===== src/rtl/mips_pkg.sv =====
// Opcode constants and FSM state type shared by the memory stage.
// Byte-access opcodes are only decoded as memory ops under MEM_STAGE_BYTE_ACCESS_EN.
package mips_pkg;

   localparam logic [5:0] OP_RTYPE = 6'b000000;
   localparam logic [5:0] OP_LW    = 6'b100011;
   localparam logic [5:0] OP_SW    = 6'b101011;
   localparam logic [5:0] OP_LB    = 6'b100000;
   localparam logic [5:0] OP_LBU   = 6'b100100;
   localparam logic [5:0] OP_SB    = 6'b101000;

   typedef enum logic [1:0] {
      IDLE = 2'd0,
      REQ  = 2'd1,
      RESP = 2'd2
   } mem_state_e;

endpackage


===== src/rtl/mem_stage_if.sv =====
// Execute-result input, data-memory bus and writeback bundle of the memory stage.
interface mem_stage_if;

   logic        in_valid;
   logic        in_ready;
   logic [5:0]  opcode;
   logic [31:0] alu_result;
   logic [31:0] store_data;
   logic [4:0]  dest_reg;
   logic        reg_write;

   logic        mem_req;
   logic        mem_we;
   logic [31:0] mem_addr;
   logic [3:0]  mem_be;
   logic [31:0] mem_wdata;
   logic        mem_ack;
   logic [31:0] mem_rdata;

   logic        wb_valid;
   logic [31:0] wb_data;
   logic [4:0]  wb_reg;
   logic        wb_we;
   logic        exc_misaligned;
   logic        exc_bus;

   modport slave (
      input  in_valid, opcode, alu_result, store_data,
      input  dest_reg, reg_write, mem_ack, mem_rdata,
      output in_ready, mem_req, mem_we, mem_addr, mem_be,
      output mem_wdata, wb_valid, wb_data, wb_reg, wb_we,
      output exc_misaligned, exc_bus
   );

   modport master (
      output in_valid, opcode, alu_result, store_data,
      output dest_reg, reg_write, mem_ack, mem_rdata,
      input  in_ready, mem_req, mem_we, mem_addr, mem_be,
      input  mem_wdata, wb_valid, wb_data, wb_reg, wb_we,
      input  exc_misaligned, exc_bus
   );

endinterface


===== src/rtl/mem_load_align.sv =====
// Selects the addressed byte of a read word and sign/zero-extends it for LB/LBU.
module mem_load_align
   import mips_pkg::*;
(
   input  logic [5:0]  opcode_i,
   input  logic [1:0]  off_i,
   input  logic [31:0] rdata_i,
   output logic [31:0] data_o
);

   logic [7:0] byte_sel;

   // little-endian lanes: offset 0 is bits 7:0
   always_comb begin
      byte_sel = rdata_i[7:0];
      unique case (off_i)
         2'd0: byte_sel = rdata_i[7:0];
         2'd1: byte_sel = rdata_i[15:8];
         2'd2: byte_sel = rdata_i[23:16];
         2'd3: byte_sel = rdata_i[31:24];
      endcase
   end

   always_comb begin
      data_o = rdata_i;
      if (opcode_i == OP_LB)
         data_o = {{24{byte_sel[7]}}, byte_sel};
      else if (opcode_i == OP_LBU)
         data_o = {24'h0, byte_sel};
   end

endmodule


===== src/rtl/mem_stage.sv =====
// MIPS memory stage: issues loads/stores on a req/ack bus with a bus timeout.
// Define MEM_STAGE_BYTE_ACCESS_EN to add LB/LBU/SB byte accesses.
module mem_stage
   import mips_pkg::*;
#(
   parameter int TIMEOUT = 255
) (
   input  logic       clk,
   input  logic       rst,
   mem_stage_if.slave bus
);

   localparam int CW = $clog2(TIMEOUT + 1);
   localparam logic [CW-1:0] CNT_LAST = CW'(TIMEOUT - 1);

   mem_state_e    state_q, state_d;
   logic [CW-1:0] cnt_q, cnt_d;
   logic          ld_q, ld_d;
   logic          rw_q, rw_d;
   logic          berr_q, berr_d;
   logic [5:0]    op_q, op_d;
   logic [1:0]    off_q, off_d;
   logic [31:0]   rdata_q, rdata_d;

   logic          mem_req_q, mem_req_d;
   logic          mem_we_q, mem_we_d;
   logic [31:0]   mem_addr_q, mem_addr_d;
   logic [3:0]    mem_be_q, mem_be_d;
   logic [31:0]   mem_wdata_q, mem_wdata_d;
   logic          wb_valid_q, wb_valid_d;
   logic [31:0]   wb_data_q, wb_data_d;
   logic [4:0]    wb_reg_q, wb_reg_d;
   logic          wb_we_q, wb_we_d;
   logic          xmis_q, xmis_d;
   logic          xbus_q, xbus_d;

   logic          op_ld;
   logic          op_st;
   logic          op_nowr;
   logic          chk_al;
   logic          byte_op;
   logic          misal;
   logic [31:0]   ld_data;

   always_comb begin
      op_ld   = 1'b0;
      op_st   = 1'b0;
      op_nowr = 1'b0;
      chk_al  = 1'b1;
      unique case (bus.opcode)
         OP_LW: op_ld = 1'b1;
         OP_SW: op_st = 1'b1;
`ifdef MEM_STAGE_BYTE_ACCESS_EN
         OP_LB, OP_LBU: begin
            op_ld  = 1'b1;
            chk_al = 1'b0;
         end
         OP_SB: begin
            op_st  = 1'b1;
            chk_al = 1'b0;
         end
`else
         // byte opcodes pass through as ALU ops that never write back
         OP_LB, OP_LBU, OP_SB: op_nowr = 1'b1;
`endif
         default: ;
      endcase
   end

   assign byte_op = ~chk_al;
   assign misal   = chk_al & (bus.alu_result[1:0] != 2'b00);

   mem_load_align u_align (
      .opcode_i (op_q),
      .off_i    (off_q),
      .rdata_i  (rdata_q),
      .data_o   (ld_data)
   );

   always_comb begin
      state_d     = state_q;
      cnt_d       = cnt_q;
      ld_d        = ld_q;
      rw_d        = rw_q;
      berr_d      = berr_q;
      op_d        = op_q;
      off_d       = off_q;
      rdata_d     = rdata_q;
      mem_req_d   = mem_req_q;
      mem_we_d    = mem_we_q;
      mem_addr_d  = mem_addr_q;
      mem_be_d    = mem_be_q;
      mem_wdata_d = mem_wdata_q;
      wb_valid_d  = 1'b0;
      wb_data_d   = wb_data_q;
      wb_reg_d    = wb_reg_q;
      wb_we_d     = 1'b0;
      xmis_d      = 1'b0;
      xbus_d      = 1'b0;
      unique case (state_q)
         IDLE: begin
            if (bus.in_valid) begin
               wb_reg_d = bus.dest_reg;
               if ((op_ld || op_st) && misal) begin
                  wb_valid_d = 1'b1;
                  wb_data_d  = '0;
                  xmis_d     = 1'b1;
               end else if (op_ld || op_st) begin
                  state_d     = REQ;
                  cnt_d       = '0;
                  ld_d        = op_ld;
                  rw_d        = bus.reg_write;
                  berr_d      = 1'b0;
                  op_d        = bus.opcode;
                  off_d       = bus.alu_result[1:0];
                  mem_req_d   = 1'b1;
                  mem_we_d    = op_st;
                  mem_addr_d  = {bus.alu_result[31:2], 2'b00};
                  mem_be_d    = (byte_op && op_st) ?
                                (4'b0001 << bus.alu_result[1:0]) :
                                4'b1111;
                  mem_wdata_d = byte_op ?
                                {4{bus.store_data[7:0]}} :
                                bus.store_data;
               end else begin
                  wb_valid_d = 1'b1;
                  wb_data_d  = bus.alu_result;
                  wb_we_d    = bus.reg_write & ~op_nowr;
               end
            end
         end
         REQ: begin
            // ack beats the timeout when both land in the same cycle
            if (bus.mem_ack) begin
               state_d   = RESP;
               rdata_d   = bus.mem_rdata;
               berr_d    = 1'b0;
               mem_req_d = 1'b0;
               mem_we_d  = 1'b0;
               mem_be_d  = 4'b0000;
            end else if (cnt_q == CNT_LAST) begin
               state_d   = RESP;
               berr_d    = 1'b1;
               mem_req_d = 1'b0;
               mem_we_d  = 1'b0;
               mem_be_d  = 4'b0000;
            end else begin
               cnt_d = cnt_q + CW'(1);
            end
         end
         RESP: begin
            state_d    = IDLE;
            wb_valid_d = 1'b1;
            xbus_d     = berr_q;
            wb_we_d    = ld_q & rw_q & ~berr_q;
            wb_data_d  = (ld_q && !berr_q) ? ld_data : '0;
         end
         default: state_d = IDLE;
      endcase
   end

   always_ff @(posedge clk or posedge rst) begin
      if (rst) begin
         state_q     <= IDLE;
         cnt_q       <= '0;
         ld_q        <= 1'b0;
         rw_q        <= 1'b0;
         berr_q      <= 1'b0;
         op_q        <= '0;
         off_q       <= '0;
         rdata_q     <= '0;
         mem_req_q   <= 1'b0;
         mem_we_q    <= 1'b0;
         mem_addr_q  <= '0;
         mem_be_q    <= '0;
         mem_wdata_q <= '0;
         wb_valid_q  <= 1'b0;
         wb_data_q   <= '0;
         wb_reg_q    <= '0;
         wb_we_q     <= 1'b0;
         xmis_q      <= 1'b0;
         xbus_q      <= 1'b0;
      end else begin
         state_q     <= state_d;
         cnt_q       <= cnt_d;
         ld_q        <= ld_d;
         rw_q        <= rw_d;
         berr_q      <= berr_d;
         op_q        <= op_d;
         off_q       <= off_d;
         rdata_q     <= rdata_d;
         mem_req_q   <= mem_req_d;
         mem_we_q    <= mem_we_d;
         mem_addr_q  <= mem_addr_d;
         mem_be_q    <= mem_be_d;
         mem_wdata_q <= mem_wdata_d;
         wb_valid_q  <= wb_valid_d;
         wb_data_q   <= wb_data_d;
         wb_reg_q    <= wb_reg_d;
         wb_we_q     <= wb_we_d;
         xmis_q      <= xmis_d;
         xbus_q      <= xbus_d;
      end
   end

   assign bus.in_ready       = (state_q == IDLE);
   assign bus.mem_req        = mem_req_q;
   assign bus.mem_we         = mem_we_q;
   assign bus.mem_addr       = mem_addr_q;
   assign bus.mem_be         = mem_be_q;
   assign bus.mem_wdata      = mem_wdata_q;
   assign bus.wb_valid       = wb_valid_q;
   assign bus.wb_data        = wb_data_q;
   assign bus.wb_reg         = wb_reg_q;
   assign bus.wb_we          = wb_we_q;
   assign bus.exc_misaligned = xmis_q;
   assign bus.exc_bus        = xbus_q;

endmodule


===== src/flat_wrapper.sv =====
// flat-port wrapper written by rule: the top's interface ports become plain ports
module mem_stage_flat import mips_pkg::*;
#(
   parameter int TIMEOUT = 255
)
  (clk, rst, bus_in_valid, bus_opcode, bus_alu_result, bus_store_data, bus_dest_reg, bus_reg_write, bus_mem_ack, bus_mem_rdata, bus_in_ready, bus_mem_req, bus_mem_we, bus_mem_addr, bus_mem_be, bus_mem_wdata, bus_wb_valid, bus_wb_data, bus_wb_reg, bus_wb_we, bus_exc_misaligned, bus_exc_bus);
  mem_stage_if bus_i ();
  input  logic clk;
  input  logic rst;
  input wire logic [$bits(bus_i.in_valid)-1:0] bus_in_valid;
  input wire logic [$bits(bus_i.opcode)-1:0] bus_opcode;
  input wire logic [$bits(bus_i.alu_result)-1:0] bus_alu_result;
  input wire logic [$bits(bus_i.store_data)-1:0] bus_store_data;
  input wire logic [$bits(bus_i.dest_reg)-1:0] bus_dest_reg;
  input wire logic [$bits(bus_i.reg_write)-1:0] bus_reg_write;
  input wire logic [$bits(bus_i.mem_ack)-1:0] bus_mem_ack;
  input wire logic [$bits(bus_i.mem_rdata)-1:0] bus_mem_rdata;
  output wire logic [$bits(bus_i.in_ready)-1:0] bus_in_ready;
  output wire logic [$bits(bus_i.mem_req)-1:0] bus_mem_req;
  output wire logic [$bits(bus_i.mem_we)-1:0] bus_mem_we;
  output wire logic [$bits(bus_i.mem_addr)-1:0] bus_mem_addr;
  output wire logic [$bits(bus_i.mem_be)-1:0] bus_mem_be;
  output wire logic [$bits(bus_i.mem_wdata)-1:0] bus_mem_wdata;
  output wire logic [$bits(bus_i.wb_valid)-1:0] bus_wb_valid;
  output wire logic [$bits(bus_i.wb_data)-1:0] bus_wb_data;
  output wire logic [$bits(bus_i.wb_reg)-1:0] bus_wb_reg;
  output wire logic [$bits(bus_i.wb_we)-1:0] bus_wb_we;
  output wire logic [$bits(bus_i.exc_misaligned)-1:0] bus_exc_misaligned;
  output wire logic [$bits(bus_i.exc_bus)-1:0] bus_exc_bus;
  assign bus_i.in_valid = bus_in_valid;
  assign bus_i.opcode = bus_opcode;
  assign bus_i.alu_result = bus_alu_result;
  assign bus_i.store_data = bus_store_data;
  assign bus_i.dest_reg = bus_dest_reg;
  assign bus_i.reg_write = bus_reg_write;
  assign bus_i.mem_ack = bus_mem_ack;
  assign bus_i.mem_rdata = bus_mem_rdata;
  assign bus_in_ready = bus_i.in_ready;
  assign bus_mem_req = bus_i.mem_req;
  assign bus_mem_we = bus_i.mem_we;
  assign bus_mem_addr = bus_i.mem_addr;
  assign bus_mem_be = bus_i.mem_be;
  assign bus_mem_wdata = bus_i.mem_wdata;
  assign bus_wb_valid = bus_i.wb_valid;
  assign bus_wb_data = bus_i.wb_data;
  assign bus_wb_reg = bus_i.wb_reg;
  assign bus_wb_we = bus_i.wb_we;
  assign bus_exc_misaligned = bus_i.exc_misaligned;
  assign bus_exc_bus = bus_i.exc_bus;
  mem_stage #(.TIMEOUT(TIMEOUT)) u_core (.clk(clk), .rst(rst), .bus(bus_i));
endmodule

===== config.mk =====
export PLATFORM = sky130hd
export DESIGN_NAME = mem_stage_flat
export DESIGN_NICKNAME = d
export VERILOG_FILES = /design/src/rtl/mips_pkg.sv /design/src/rtl/mem_stage_if.sv /design/src/rtl/mem_load_align.sv /design/src/rtl/mem_stage.sv /design/src/flat_wrapper.sv
export SDC_FILE = /design/constraint.sdc
export NUM_CORES = 1
export LEC_CHECK = 0
export ABC_AREA = 1
export CORE_MARGIN = 2
export CORE_UTILIZATION = 41
export DETAILED_ROUTE_END_ITERATION = 8
export GPL_TIMING_DRIVEN = 0
export PLACE_DENSITY = 0.74
export SLEW_MARGIN = 25
export SYNTH_ARGS = -nofsm -noshare
export SYNTH_HDL_FRONTEND = slang
export SYNTH_SLANG_ARGS = --single-unit

===== constraint.sdc =====
create_clock -name clk -period 5.2 [get_ports clk]
set_clock_uncertainty 0.15 [all_clocks]
set_input_delay 0.52 -clock clk [delete_from_list [all_inputs] [get_ports clk]]
set_output_delay 0.52 -clock clk [all_outputs]
set_load 0.02 [all_outputs]

# Word level (Yosys, flattened, before mapping)
# Index checks and enable logic that the tools add are counted.
[totals] register_bits=162 input_bits=112 elab_cells=120
[op_classes] add_sub_neg=1 n_eq_ne=20 mux=57 bitwise_logic=6 reduce_logical=17
[op_table] op="32-bit two-way mux" n=6
[op_table] op="32-bit one-hot mux with 2 select lines" n=1
[op_table] op="6-bit equality test (second input constant)" n=7
[op_table] op="8-bit two-way mux" n=5
[op_table] op="8-bit one-hot mux with 4 select lines" n=1
[op_table] op="1-bit two-way mux" n=26
[op_table] op="4-bit two-way mux" n=5
[op_table] op="8-bit one-hot mux with 2 select lines" n=1
[op_table] op="2-bit two-way mux" n=5
[op_table] op="1-bit one-hot mux with 2 select lines" n=5
[op_table] op="8-bit by 1-bit adder with 8-bit output (second input constant)" n=1
[op_table] op="8-bit equality test (second input constant)" n=1
[op_table] op="2-bit != test (second input constant)" n=4
[op_table] op="4-bit one-hot mux with 2 select lines" n=1
[op_table] op="4-bit AND reduction" n=2
[op_table] op="2-bit equality test (second input constant)" n=3
[op_table] op="3-bit by 2-bit != test with 1-bit output (second input constant)" n=2
[op_table] op="6-bit AND reduction" n=1
[op_table] op="2-bit nonzero test" n=3
[op_table] op="5-bit AND reduction" n=1
[op_table] op="2-bit by 1-bit equality test with 1-bit output (second input constant)" n=2
[op_table] op="2-bit zero test" n=2
[op_table] op="2-bit one-hot mux with 2 select lines" n=1
[op_table] op="2-bit AND reduction" n=2
[op_table] op="other kinds (8)" n=13

# Logic depth before layout (Yosys ltp)
# Gate-level depths: netlist (run 1).
[logic_depth] ltp_word=9 mapped_depth=10

# Modules after synthesis
# Synthesis (run 1) repeated with hierarchy kept, for this count alone.
[unflattened] cells_unflattened=977 area_unflattened_um2=7790.0
[modules_own_cells] mod="mem_stage" n_inst=1 cells_each=842 area_each_um2=7183.1 seq_area_each_um2=3953.8
[modules_own_cells] mod="mem_load_align" n_inst=1 cells_each=135 area_each_um2=606.8 seq_area_each_um2=0.0

# Least setup slack after synthesis (run 1)
# OpenSTA, ideal clock, no wires.
[synth_path] path_type="register -> register" start="register u_core.state_q[0]" end="register u_core.mem_addr_q[10] (netlist: u_core.bus.mem_addr[10])" arrival_ps=1447 required_time_ps=4919 setup_slack_ps=3473 path_stages_with_launch=9 period_less_slack_ps=1727 cell_sequence="dfrtp_1 nor2_2 nand2_2 inv_4 nand3_4 buf_6 buf_6 nand2_1 o21ai_0"
[synth_via] elab_chain_len=2
[synth_rtl] item="start, declared" line_no="mem_stage.sv:16" text="mem_state_e state_q, state_d;"
[synth_rtl] item="start signal, assigned" line_no="mem_stage.sv:184" text="state_q <= state_d;"
[synth_rtl] item="2-bit zero test"
[synth_rtl] item="via bus_in_ready" line_no="flat_wrapper.sv:18" text="output wire logic [$bits(bus_i.in_ready)-1:0] bus_in_ready;"
[synth_rtl] item="4-bit AND reduction (no line)"
[synth_rtl] item="end signal, assigned" line_no="mem_stage.sv:194" text="mem_addr_q <= mem_addr_d;"
[synth_rtl] item="end, declared" line_no="mem_stage.sv:27" text="logic [31:0] mem_addr_q, mem_addr_d;"
# The timed path passes the listed nets, and every way through them passes these cells.
# A chain may end at the register's enable or synchronous reset.

# Worst setup path in the final report (run 1)
[layout_path] start="register u_core.state_q[0]" end="output bus_in_ready"
[layout_via] elab_chain_len=1
[layout_rtl] item="2-bit zero test" line_no="mem_stage.sv:206" text="assign bus.in_ready = (state_q == IDLE);"
[layout_rtl] item="end, declared" line_no="flat_wrapper.sv:18"
# No other way between the ends.

==> flow_metrics.env, run 1 <==
export IMPL_synth_cell_area_um2=7615
export IMPL_ff2ff_setup_slack_ns=3.31
export IMPL_period_share_pct=45.13
export IMPL_crit_required_ns=4.53
export IMPL_routed_via_density=4.706
export IMPL_gr_max_usage_layer="met2"
export IMPL_finalSetupViolations=0
export IMPL_clk_pin_slew_ns=0.06
export IMPL_drive_gt1_share_pct=8.029
export IMPL_grt_pass1_vias=6859
export IMPL_hold_class="flop to flop"
export IMPL_final_common_cell="nand2_1"
export IMPL_reg2reg_to="u_core.op_q[3]"
export IMPL_clock_sinks=158
export IMPL_drt_total_wl_mm=21.79
export IMPL_num_rows=49
export IMPL_cts_hold_fix_buffers=0
export IMPL_vias=6998
export IMPL_grt_max_degree=96
export IMPL_timing_rr_start="u_core.state_q[0]"
export IMPL_die_h_um=140.3
export IMPL_rsz0062_at_grt="false"
export IMPL_use_met1_pct=30.62
export IMPL_antenna_left=0
export IMPL_start_util_pct=42.10
export IMPL_global_route_overflow_total=0
export IMPL_cp_end_kind="output pin"
export IMPL_routedWlPerCell_um=14.65
export IMPL_fmax_mhz=426.1
export IMPL_layout_common_cells="317 x nand2_1, 221 x clkdlybuf4s50_1, 158 x dfrtp_1"
export IMPL_path_max_fanout=4
export IMPL_grt_first_pass_wirelength_mm=35.27
export IMPL_drt_initial_drc_count=456
export IMPL_cts_root_buf="clkbuf_16"
export IMPL_pin_count=224
export IMPL_cts_setup_buffers=0
export IMPL_r2r_cells=9
export IMPL_critPathSlowestCell="clkdlybuf4s50_1"
export IMPL_cts_tree="yes"
export IMPL_syn_to_final_growth_pct=40.98
export IMPL_final_min_clock_period_ns=2.347
export IMPL_clk_latency_ns=0.42
export IMPL_ys_seq_area_share_pct=51.92
export IMPL_hold_slack_ns=0.3025
export IMPL_first_pass_iters=5
export IMPL_grt_usage_pct=22.73
export IMPL_port_buffers=221
export IMPL_antenna_found_initial=0
export IMPL_dp_hpwl_mm=16.41
export IMPL_dieArea_um2=19680
export IMPL_drv_cap=0
export IMPL_utilization_pct=59.36
export IMPL_nets=1359
export IMPL_syn_area_per_cell_um2=7.592
export IMPL_crit_chain="nor2_2 > clkdlybuf4s50_1"
export IMPL_core_area_um2=18090
export IMPL_pwr_density_cell_nw_per_um2=304.9
export IMPL_worstHoldPathCells=2
export IMPL_die_w_um=140.3
export IMPL_place_ws_ns=2.686
export IMPL_worstSetupPathType="flop to output pin"
export IMPL_worst_path_largest_cell_delay_ns=0.65
export IMPL_hold_path_end="u_core.op_q[5]"
export IMPL_synth_cells=1003
export IMPL_drc=0
export IMPL_cts_buffer_depth=2
export IMPL_cts_made_buffers=17
export IMPL_report_final_slew_viol_count=0
export IMPL_dpl_cell_area_um2=10150
export IMPL_yosys_warnings=0
export IMPL_synth_seq_cells=158
export IMPL_hold_start="u_core.op_q[5]"
export IMPL_hold_viol_final=0
export IMPL_final_cell_area_um2=10740
export IMPL_status="complete, no violations"
export IMPL_vdd_ir_drop_worst_mv=0.2426
export IMPL_htree_levels=4
export IMPL_grt_use_met3_pct=4.376
export IMPL_cp_start_kind="flop"
export IMPL_p_leak_nw=5.658
export IMPL_cts_resized=0
export IMPL_antenna_cells=0
export IMPL_fin_ws_ns=2.853
export IMPL_met2_usage_pct=36.43
export IMPL_cp_arrival_ns=1.68
export IMPL_routabilityCongestion=0.8588
export IMPL_ys_types=34
## how the worst max path moves through the flow
| stage | from | to | depth (start not counted) | slack (ns) |
|---|---|---|---|---|
| finish | u_core.state_q[0] | bus_in_ready | 2 | 2.85 |
| global route | u_core.state_q[0] | bus_in_ready | 2 | 2.80 |
| CTS | u_core.state_q[0] | bus_in_ready | 2 | 2.83 |
| floorplan | rst | u_core.berr_q | 1 | 0.27 |
| global placement | rst | u_core.rdata_q[14] | 2 | -1.92 |
| detailed placement | bus_opcode[5] | u_core.bus.wb_data[8] | 11 | 2.69 |
## Yosys cell counts
master	count	area share (%)
a21oi_1	67	4.4
a21oi_2	1	0.12
buf_1	1	0.049
buf_2	22	1.4
buf_4	14	1.4
buf_6	9	1.3
clkbuf_1	5	0.25
conb_1	1	0.049
dfrtp_1	158	52
ha_1	2	0.33
inv_1	140	6.9
inv_2	3	0.15
inv_4	1	0.082
nand2_1	317	16
nand2_2	4	0.33
nand2_4	2	0.30
nand3_1	39	2.6
nand3_2	1	0.13
nand3_4	1	0.23
nand4_1	5	0.41
nor2_1	156	7.7
nor2_2	3	0.25
nor2_4	1	0.15
nor2_8	1	0.26
nor3_1	1	0.066
o211ai_1	2	0.20
o21ai_0	24	1.6
o21ai_1	12	0.79
o21ai_2	3	0.35
o21bai_1	1	0.099
or2_1	1	0.082
or2_2	2	0.16
xnor2_1	1	0.12
xor2_1	2	0.23
## kinds of logic (layout without fill, tap and decap cells)
group / Yosys count / in the layout / share of synthesized area [%]
flip-flops: 158 / 158 / 51.92
AND/OR/NAND/NOR: 534 / 534 / 28.25
AO/OA/AOI/OAI: 110 / 110 / 7.526
buffers and inverters: 195 / 449 / 11.58
adder cells (fa/ha/maj): 2 / 2 / 0.3286
XOR/XNOR: 3 / 3 / 0.3451
other: 1 / 2 / 0.04925
## metrics by stage
step / TNS, ns / instances / total power (W)
finish: 0 / 1487 / 0.003273
global route: 0 / 1487 / 0.003418
CTS: 0 / 1487 / 0.003297
detailed placement: 0 / 1455 / 0.002057
global placement: -302.36 / 1454 / 0.002043
floorplan: 0 / 1004 / 0.001737
## cell type report
cell class / instances / area [um2]
timing repair buffer: 222 / 2240
clock buffer: 19 / 442.9
fill: 1636 / 7351
inverter: 144 / 550.5
multi-input combinational: 651 / 2783
sequential: 158 / 3954
clock inverter: 13 / 140.1
buffer: 51 / 339.1
tap: 229 / 286.5
## metal layers
| metal | vias up | part of all wire, % | routed length [um] |
|---|---|---|---|
| li1 | 3502 | - | - |
| met1 | 3254 | 45 | 9855 |
| met2 | 201 | 47 | 10210 |
| met3 | 41 | 5.1 | 1113 |
| met4 | 0 | 2.8 | 612 |
| met5 | - | 0 | 0 |
## worst max-delay path, delay by kind of cell, from the launching register on
kind                   cells  cell delay (ns)
buffers and inverters      1             0.65
flip-flops                 1             0.42
AND/OR/NAND/NOR            1             0.19
## report_power, final
part	internal [W]	total (W)	switching [W]
Sequential	0.00133	0.00139	0.0000572
Combinational	0.000300	0.000646	0.000346
Clock	0.000720	0.00124	0.000517
(Power assumes the default switching activity.)
==> run 2, diff against run 1 <==
--- a/config.mk
+++ b/config.mk
@@ -10,7 +10,7 @@
 export CORE_UTILIZATION = 41
 export DETAILED_ROUTE_END_ITERATION = 8
 export GPL_TIMING_DRIVEN = 0
-export PLACE_DENSITY = 0.74
+export PLACE_DENSITY = 0.71
 export SLEW_MARGIN = 25
 export SYNTH_ARGS = -nofsm -noshare
 export SYNTH_HDL_FRONTEND = slang
==> constraint.sdc (replaced) <==
create_clock -name clk -period 2.21 [get_ports clk]
set_clock_uncertainty 0.15 [all_clocks]
set_input_delay 0.221 -clock clk [delete_from_list [all_inputs] [get_ports clk]]
set_output_delay 0.221 -clock clk [all_outputs]
set_load 0.02 [all_outputs]
==> run 2 against run 1 <==
  * Die area unchanged
  * Cell area increased by 1.2%
  * Core utilization increased by 0.73 points
  * First-iteration DRC count decreased by 0.66%
  * Power increased by 140%
  * Critical endpoint unchanged
  * Largest cell class unchanged
==> flow_metrics.env, run 2 (synthesized netlist as in run 1, its figures left out) <==
export IMPL_status="complete, no violations"
export IMPL_drv_cap=0
export IMPL_cts_tree="yes"
export IMPL_routedWlPerCell_um=14.68
export IMPL_drc=0
export IMPL_cp_top_family="buffers and inverters"
export IMPL_fin_ws_ns=0.1777
export IMPL_worst_path_largest_cell_delay_ns=0.65
export IMPL_port_buffers=221
export IMPL_ff_latch_area_um2=3954
export IMPL_path_buf_inv=1
export IMPL_core_area_um2=18090
export IMPL_start_util_pct=42.10
export IMPL_dpl_cell_area_um2=10230
export IMPL_syn_to_final_growth_pct=42.72
export IMPL_fmax_mhz=492.1
export IMPL_clk_pin_slew_ns=0.06
export IMPL_cp_arrival_ns=1.66
export IMPL_cts_resized=0
export IMPL_clock_sinks=158
export IMPL_multi_input_area_um2=2783
export IMPL_hold_class="input pin to asynchronous set/reset pin"
export IMPL_routed_via_density=4.644
export IMPL_antenna_found_initial=0
export IMPL_final_cell_area_um2=10870
export IMPL_fillers=1634
export IMPL_cts_setup_buffers=0
export IMPL_path_max_fanout=4
export IMPL_drt_initial_drc_count=453
export IMPL_rsz0062_at_grt="false"
export IMPL_timing_rr_start="u_core.state_q[0]"
export IMPL_antenna_cells=0
export IMPL_cp_start_kind="flop"
export IMPL_pin_count=224
export IMPL_dieArea_um2=19680
export IMPL_nets=1363
export IMPL_critPathSlowestCell="clkdlybuf4s50_1"
export IMPL_cp_end_kind="output pin"
export IMPL_drt_total_wl_mm=21.89
export IMPL_final_min_clock_period_ns=2.032
export IMPL_global_route_overflow_total=0
export IMPL_die_w_um=140.3
export IMPL_vdd_ir_drop_worst_mv=0.5840
export IMPL_htree_levels=4
export IMPL_cts_made_buffers=17
export IMPL_layout_common_cells="317 x nand2_1, 221 x clkdlybuf4s50_1, 158 x dfrtp_1"
export IMPL_cp_startpoint="u_core.state_q[0]"
export IMPL_report_final_slew_viol_count=0
export IMPL_antenna_left=0
export IMPL_cts_hold_fix_buffers=0
export IMPL_crit_required_ns=1.84
export IMPL_hold_viol_final=0
export IMPL_dp_hpwl_mm=16.87
export IMPL_vias=6924
export IMPL_worst_pin_slew_ns=0.6126
export IMPL_period_share_pct=91.96
export IMPL_first_pass_iters=5
export IMPL_routabilityCongestion=0.8848
export IMPL_grt_max_degree=32
export IMPL_finalSetupViolations=0
export IMPL_worstSetupPathType="flop to output pin"
export IMPL_final_common_cell="nand2_1"
export IMPL_crit_chain="nor2_2 > clkdlybuf4s50_1"
export IMPL_tns_ns=0
export IMPL_grt_pass1_vias=6806
export IMPL_cts_root_buf="clkbuf_16"
export IMPL_drive_gt1_share_pct=8.082
export IMPL_p_leak_nw=5.723
export IMPL_cts_buffer_depth=2
export IMPL_grt_first_pass_wirelength_mm=35.33
export IMPL_die_h_um=140.3
export IMPL_power_w=0.008012
export IMPL_place_ws_ns=0.02425
export IMPL_slew_headroom_pct=59.08
export IMPL_grt_usage_pct=22.80
export IMPL_clk_latency_ns=0.42
export IMPL_num_rows=49
export IMPL_pwr_density_cell_nw_per_um2=737.2
## run 2: changes by cell type in the layout (fill, tap and decap cells not counted), sizes merged
cell	delta
clkinv	-3
bufinv	+3
buf	+4
inv	-1
clkinvlp	-2
clkbuf	+3
## run 2: worst paths after layout
path / end / slack [ns] / depth (start not counted)
hold reg to reg: u_core.op_q[5] / 0.31 / 2
hold / removal: u_core.bus.mem_wdata[15] / 0.06 / 2
min in group clk: u_core.bus.mem_wdata[15] / 0.17 / 3
max in group asynchronous: u_core.bus.wb_data[14] / 0.85 / 5
setup reg to reg: u_core.bus.wb_data[10] / 0.35 / 9
setup / recovery: bus_in_ready / 0.18 / 2
## run 2: through the flow
step                      utilization, %  hold slack, ns  cells
final                              60.09         0.06179   1491
after global routing               60.09          0.1046   1491
after CTS                          60.09         0.07088   1491
after detailed placement           56.55          0.2947   1459
after global placement             55.96          0.2847   1454
after floorplan                        -          0.1806   1004
## run 2: layer usage
metal	part of all wire (%)	wire (um)	GRT usage, %	up-vias
met2	47	10230	36.09	201
met4	2.7	583	8.559	0
met5	0	0	0	-
li1	-	-	-	3512
met3	5.5	1199	4.068	35
met1	45	9870	31.51	3176
## run 2: where the power goes
part	switching, W	internal, W
combinational	0.000815	0.000719
clock	0.00117	0.00204
sequential	0.000136	0.00314
total	0.00212	0.00589
## run 2: worst reg2reg max path: stages, from the launching register on
cell and delay [ns]:
dfrtp_1 0.42, inv_1 0.11, nand2_4 0.11, inv_1 0.17, clkbuf_1 0.37, nor2_1 0.15
nand2_1 0.10, nand2_1 0.05, inv_1 0.07, a21oi_1 0.06
## run 2: cell type report
class	count	area share, %
Buffer	51	3.120
Clock buffer	22	4.179
Clock inverter	10	1.704
Inverter	144	5.031
Multi-Input combinational cell	651	25.60
Sequential cell	158	36.38
Tap cell	229	2.636
Timing Repair Buffer	226	21.34
